`src/rtl/ahb_lite_rr_master.sv`:
```
// ahb_lite_rr_master: two-requester AHB-Lite master with round-robin
// arbitration, one outstanding non-pipelined transfer, and a wait-state
// timeout that turns a stuck slave into an error completion.
//
// Ports
//   HCLK, HRESETn        clock, async active-low reset
//   reqN/weN/addrN/wdataN requester N transfer request and payload (N=0,1)
//   doneN                one-cycle completion pulse to requester N
//   err, rdata           completion status / read data, valid with a done
//   HSEL..HREADY         AHB-Lite master outputs towards the slave
//   HRDATA, HREADYOUT, HRESP  slave responses
module ahb_lite_rr_master #(
  parameter int unsigned WAIT_MAX = 16
) (
  input  logic        HCLK,
  input  logic        HRESETn,
  input  logic        req0,
  input  logic        req1,
  input  logic        we0,
  input  logic        we1,
  input  logic [31:0] addr0,
  input  logic [31:0] addr1,
  input  logic [31:0] wdata0,
  input  logic [31:0] wdata1,
  output logic        done0,
  output logic        done1,
  output logic        err,
  output logic [31:0] rdata,
  output logic        HSEL,
  output logic [31:0] HADDR,
  output logic [1:0]  HTRANS,
  output logic        HWRITE,
  output logic [2:0]  HSIZE,
  output logic [31:0] HWDATA,
  output logic        HREADY,
  input  logic [31:0] HRDATA,
  input  logic        HREADYOUT,
  input  logic [1:0]  HRESP
);

  localparam int unsigned CNT_W = 8;
  localparam int unsigned DW    = 32;

  typedef enum logic [1:0] {
    ST_IDLE = 2'd0,
    ST_ADDR = 2'd1,
    ST_DATA = 2'd2
  } state_e;

  state_e           state_q, state_d;
  logic             last_q, last_d;     // requester granted most recently
  logic             gnt_q, gnt_d;       // requester owning the transfer
  logic             we_q, we_d;
  logic [DW-1:0]    addr_q, addr_d;
  logic [DW-1:0]    wdata_q, wdata_d;
  logic [DW-1:0]    hwdata_q, hwdata_d;
  logic [CNT_W-1:0] wait_q, wait_d;

  logic win;
  logic complete;
  logic timeout;

  // State and latched-transfer registers
  always_ff @(posedge HCLK or negedge HRESETn) begin
    if (!HRESETn) begin
      state_q  <= ST_IDLE;
      last_q   <= 1'b1;
      gnt_q    <= 1'b0;
      we_q     <= 1'b0;
      addr_q   <= '0;
      wdata_q  <= '0;
      hwdata_q <= '0;
      wait_q   <= '0;
    end else begin
      state_q  <= state_d;
      last_q   <= last_d;
      gnt_q    <= gnt_d;
      we_q     <= we_d;
      addr_q   <= addr_d;
      wdata_q  <= wdata_d;
      hwdata_q <= hwdata_d;
      wait_q   <= wait_d;
    end
  end

  // Next-state, arbitration and completion logic
  always_comb begin
    state_d  = state_q;
    last_d   = last_q;
    gnt_d    = gnt_q;
    we_d     = we_q;
    addr_d   = addr_q;
    wdata_d  = wdata_q;
    hwdata_d = hwdata_q;
    wait_d   = wait_q;
    complete = 1'b0;
    timeout  = 1'b0;

    // On a tie the requester that did not win last time goes next
    win = (req0 && req1) ? ~last_q : req1;

    unique case (state_q)
      ST_IDLE: begin
        if (req0 || req1) begin
          gnt_d   = win;
          last_d  = win;
          we_d    = win ? we1 : we0;
          addr_d  = win ? addr1 : addr0;
          wdata_d = win ? wdata1 : wdata0;
          state_d = ST_ADDR;
        end
      end
      ST_ADDR: begin
        wait_d   = '0;
        hwdata_d = wdata_q;
        state_d  = ST_DATA;
      end
      ST_DATA: begin
        if (HREADYOUT) begin
          complete = 1'b1;
          state_d  = ST_IDLE;
        end else if (wait_q == CNT_W'(WAIT_MAX - 1)) begin
          complete = 1'b1;
          timeout  = 1'b1;
          state_d  = ST_IDLE;
        end else begin
          wait_d = wait_q + CNT_W'(1);
        end
      end
      default: state_d = ST_IDLE;
    endcase
  end

  // Completion outputs are combinational so done lands in the data cycle
  always_comb begin
    done0 = complete && !gnt_q;
    done1 = complete && gnt_q;
    err   = complete && (timeout || (HRESP != 2'b00));
    rdata = (complete && !timeout) ? HRDATA : '0;
  end

  // AHB outputs; address/data hold their last values via the latches
  always_comb begin
    HSEL   = (state_q == ST_ADDR);
    HTRANS = (state_q == ST_ADDR) ? 2'b10 : 2'b00;
    HADDR  = addr_q;
    HWRITE = we_q;
    HSIZE  = 3'b010;
    HWDATA = hwdata_q;
    HREADY = (state_q == ST_DATA) ? HREADYOUT : 1'b1;
  end

endmodule

```
`config.mk`:
```
export PLATFORM = sky130hd
export DESIGN_NAME = ahb_lite_rr_master
export DESIGN_NICKNAME = d
export VERILOG_FILES = /design/src/rtl/ahb_lite_rr_master.sv
export SDC_FILE = /design/constraint.sdc
export NUM_CORES = 1
export LEC_CHECK = 0
export ABC_AREA = 1
export CAP_MARGIN = 20
export CORE_MARGIN = 3
export CORE_UTILIZATION = 43
export DETAILED_ROUTE_END_ITERATION = 10
export GPL_ROUTABILITY_DRIVEN = 0
export GPL_TIMING_DRIVEN = 1
export MAX_ROUTING_LAYER = met4
export PLACE_DENSITY = 0.86
export SYNTH_ARGS = -nofsm -noshare
export SYNTH_HDL_FRONTEND = slang
export SYNTH_SLANG_ARGS = --single-unit
```
`constraint.sdc`:
```
create_clock -name HCLK -period 2.63 [get_ports HCLK]
set_input_delay 0.3945 -clock HCLK [delete_from_list [all_inputs] [get_ports HCLK]]
set_output_delay 0.3945 -clock HCLK [all_outputs]
set_load 0.01 [all_outputs]
```
# ---- After elaboration in Yosys (flattened, before gate mapping)
# Cells that the tools add are included.
dict set report word_totals {
  ff_bits 109
  input_bits 169
  output_inout_bits 107
  wordCells 51
}
dict set report classes {
  addsub 1
  eq_ne 7
  n_mux 19
  bitwise_logic 1
  reduce_logical 15
}
# op n
set op_table {}
lappend op_table {{2-to-1 mux 32 bit} 3}
lappend op_table {{2-to-1 mux 8 bit} 2}
lappend op_table {{case mux 8 bit (2 select lines)} 1}
lappend op_table {{adder 8 x 1 -> 8 bit (second input constant)} 1}
lappend op_table {{== test 8 x 4 -> 1 bit (second input constant)} 1}
lappend op_table {{2-to-1 mux 1 bit} 8}
lappend op_table {{2-to-1 mux 2 bit} 4}
lappend op_table {{!= test 2 bit (second input constant)} 3}
lappend op_table {{case mux 2 bit (3 select lines)} 1}
lappend op_table {{logical AND 1 bit} 5}
lappend op_table {{AND reduction 2 bit} 2}
lappend op_table {{nonzero test 2 bit} 2}
lappend op_table {{!= test 3 bit (second input constant)} 1}
lappend op_table {{AND reduction 3 bit} 1}
lappend op_table {{== test 2 x 1 -> 1 bit (second input constant)} 1}
lappend op_table {{== test 2 bit (second input constant)} 1}
lappend op_table {{zero test 1 bit} 2}
lappend op_table {{zero test 2 bit} 1}
lappend op_table {{logical OR 1 bit} 2}
lappend op_table {{NOT 1 bit} 1}

# ---- Depth between registers and ports, before layout
dict set report depth {
  depth_word 7
  mapped_depth 8
  depth_no_buf 8
}

# ---- Worst setup path before layout
# No wires, ideal clock.
dict set report synth_path {
  kind {register to output}
  startpoint {register state_q[0]}
  endpoint {output rdata[10]}
  arrival_time_ps 1199
  required_time_ps 2236
  path_slack_ps 1037
  path_stages_with_launch 6
  n_path_buf 1
  cell_sequence {dfrtp_1 > inv_1 > ha_1 > nand2_1 > clkbuf_1 > nor2_1}
}
dict set report synth_via {
  elab_chain_len 5
  elab_cells_between_ends 6
  cone_classes {1 x eq/ne; 3 x mux; 2 x reduce/logical}
}
# item line_no
set synth_lines {}
lappend synth_lines {{start: declaration} 50} ;# state_e state_q, state_d;
lappend synth_lines {{start signal: assignment} 75} ;# state_q <= state_d;
lappend synth_lines {{== test 2 bit *} 102} ;# unique case (state_q)
lappend synth_lines {{2-to-1 mux 1 bit} 102}
lappend synth_lines {{zero test 1 bit} 139} ;# rdata = (complete && !timeout) ? HRDATA : '0;
lappend synth_lines {{logical AND 1 bit *} 139}
lappend synth_lines {{2-to-1 mux 32 bit *} 139}
lappend synth_lines {{end: declaration} 28} ;# output logic [31:0] rdata,
# Mark *: on every way between the ends. The rest lies on a longest branch, timed or not.

# ---- Final worst setup path
# Same ends and word-level chain as after synthesis.

==> run summary <==
first-pass GRT wire length: 23,890 um
clock tree buffer depth: 2
unrepaired setup endpoints after global routing: no
total CTS buffers: 9
non-filler cells, final: 1,017
I/O Buffers: 271
Area growth syn-to-layout: 60.25%
clock slew at reported path FFs: 0.07 ns
GRT met3 Usage: 5.901%
pin count of the biggest net entering global routing: 113
WHS: 0.4100 ns
post-route ant nets: 0
worst path bufs/invs: 3
Crit. Startpoint: state_q[0]
most frequent cells in the layout: clkdlybuf4s50_1 (270), nand2_1 (133), nor2_1 (121)
CTS root buf: clkbuf_16
Via density: 4.874
vias in the first global route: 4,919
layout cells sized above 1: 6.636%
max frequency: 403.1 MHz
Stages on worst setup path: 6
CP max stage delay: 0.55 ns
die area: 13,390 um2
status: finished clean
pre-CTS setup slack: 0.4060 ns
MaxCap Viol Count: 0
IO Pins: 276
DR pass1 iterations: 4
post-DP HPWL: 11,310 um
post-synth top area cell: dfrtp_1
largest cells by area after synthesis: dfrtp_1 (52%), nand2_1 (9.7%), nor2_1 (8.8%)
initial antenna violation count: 0
per-cell routed wire length: 14.99 um
Slew Limit Fails: 0
Die H: 115.7 um
Cell Area, Synth: 5177 um2
Vias: 4,957
critical path's slowest cell: clkdlybuf4s50_1
number of synthesized register bits: 109
CP Cell Sequence: inv_1 > ha_2 > nand2_1 > buf_12 > nor2_1 > clkdlybuf4s50_1
Die Width: 115.7 um
Hold Path Class: primary input to async pin
post-place instance area: 7940 um2
routed wire length: 15,250 um
FF-to-FF path depth: 7
Global Route Usage Sum: 23.33%
Syn Inst Count: 617
Final period util: 94.33%
Synth top area share: 52.20%
design area: 8297 um2
met1 Use GR: 27.87%
M2 GR Usage: 38.85%
Fin Setup TNS: 0 ns
crit-path max FO: 33
starting density of the core: 44.58%
grt ovf: 0
Slew HR: 51.26%
CTS tree: built
latest clock arrival within the worst-skew pair: 0.35 ns
Setup crit end kind: primary output
placed cell count: 1,000
final net count: 1,043
cell row count: 39
commonest non-fill, non-tap cell in the layout: clkdlybuf4s50_1
R2R Path Start: state_q[1]
drc violations: 0
setup violators final: 0
Mapped Avg Cell Area: 8.391 um2
synth warn: 0
critical path data required time: 2.24 ns
final hold violation count: 0
crit path time final: 2.481 ns
DR iter-0 viols: 255
Max rail drop VDD: 771.2 uV
crit start category: register
delay-heaviest family, CP: buffers and inverters
core footprint: 11,610 um2
Setup CP Type: register to primary output
GR peak layer: met2
static leakage: 3.624 nW
skew final: 0.01279 ns
# diodes: 0
Critical Path AT: 2.09 ns
Worst Setup Slack, final: 0.1491 ns
H-tree Lvls: 3
post-synthesis sequential area ratio: 52.71%
clock sink count: 109
Synth cell types: 28
Fill cells: 879
Worst-Margin Slew: 0.7311 ns
PwrDens: 1006 nW/um2
## logic make-up after synthesis
logic type      count (synthesis)  share of synthesized area (%)
simple gates                  274                          20.86
fa+ha+maj                       5                          1.208
other cells                     2                         0.1451
mux                            17                          3.697
compound gates                108                          12.25
flops                         109                          52.71
buf+inv                       102                          9.135
## cell type report
type | instances | area, um2 | share of cell area, %
sequential | 109 | 2729 | 32.89
tap | 143 | 178.9 | 2.157
clock inverter | 4 | 77.57 | 0.9350
inverter | 59 | 221.5 | 2.669
clock buffer | 12 | 266.5 | 3.212
multi-input combinational | 408 | 1991 | 23.99
timing repair buffer | 282 | 2833 | 34.14
## flip-flops by register name (all words and copies together) (netlist names)
signal	count
HWDATA	32
HWRITE	1
wait_q	8
wdata_q	32
state_q	2
HADDR	32
last_q	1
gnt_q	1
## where the power goes
part           internal, W  switching [W]  leakage, nW
sequential         0.00249       0.000394         1.26
combinational      0.00201        0.00192         2.20
clock             0.000918       0.000614        0.169
total              0.00542        0.00292         3.62
## final timing paths
kind / to / slack (ns)
setup / recovery: rdata[10] / 0.15
hold / removal: wait_q[6] / 0.41
setup reg to reg: HADDR[29] / 0.85
hold reg to reg: last_q / 0.48
max in group asynchronous: wdata_q[12] / 1.43
min in group HCLK: last_q / 0.48
## per-stage QoR
| step | utilization [%] | power, W |
|---|---|---|
| finish | 71.44 | 0.008349 |
| global route | 71.44 | 0.008924 |
| CTS | 71.42 | 0.008436 |
| detailed placement | 68.37 | 0.006881 |
| global placement | 68.37 | 0.006740 |
| floorplan | - | 0.004996 |
## cell usage after synthesis (all sizes together)
library cell / n
dfrtp: 108
o21bai: 1
nand4: 1
mux2: 17
nor3: 1
inv: 59
o22ai: 15
a21oi: 15
o21a: 1
clkbuf: 9
conb: 2
dfstp: 1
o21ai: 26
a31oi: 50
buf: 34
ha: 5
nor2: 124
nand3: 13
nand2: 135
## routing by layer
layer	wire length, um	up-vias	part of all wire (%)
li1	-	2469	-
met1	6176	2286	41
met2	7751	172	51
met3	912	30	6.0
met4	405	0	2.7
met5	0	-	0
## repair_timing
item	in CTS	in global routing
endpoints found under the hold margin	7	0
gates resized for setup	0	1
hold buffers	1	0
buffers inserted	0	0
setup endpoints to repair	0	25
No activity file was read; power rests on OpenSTA's default activity.
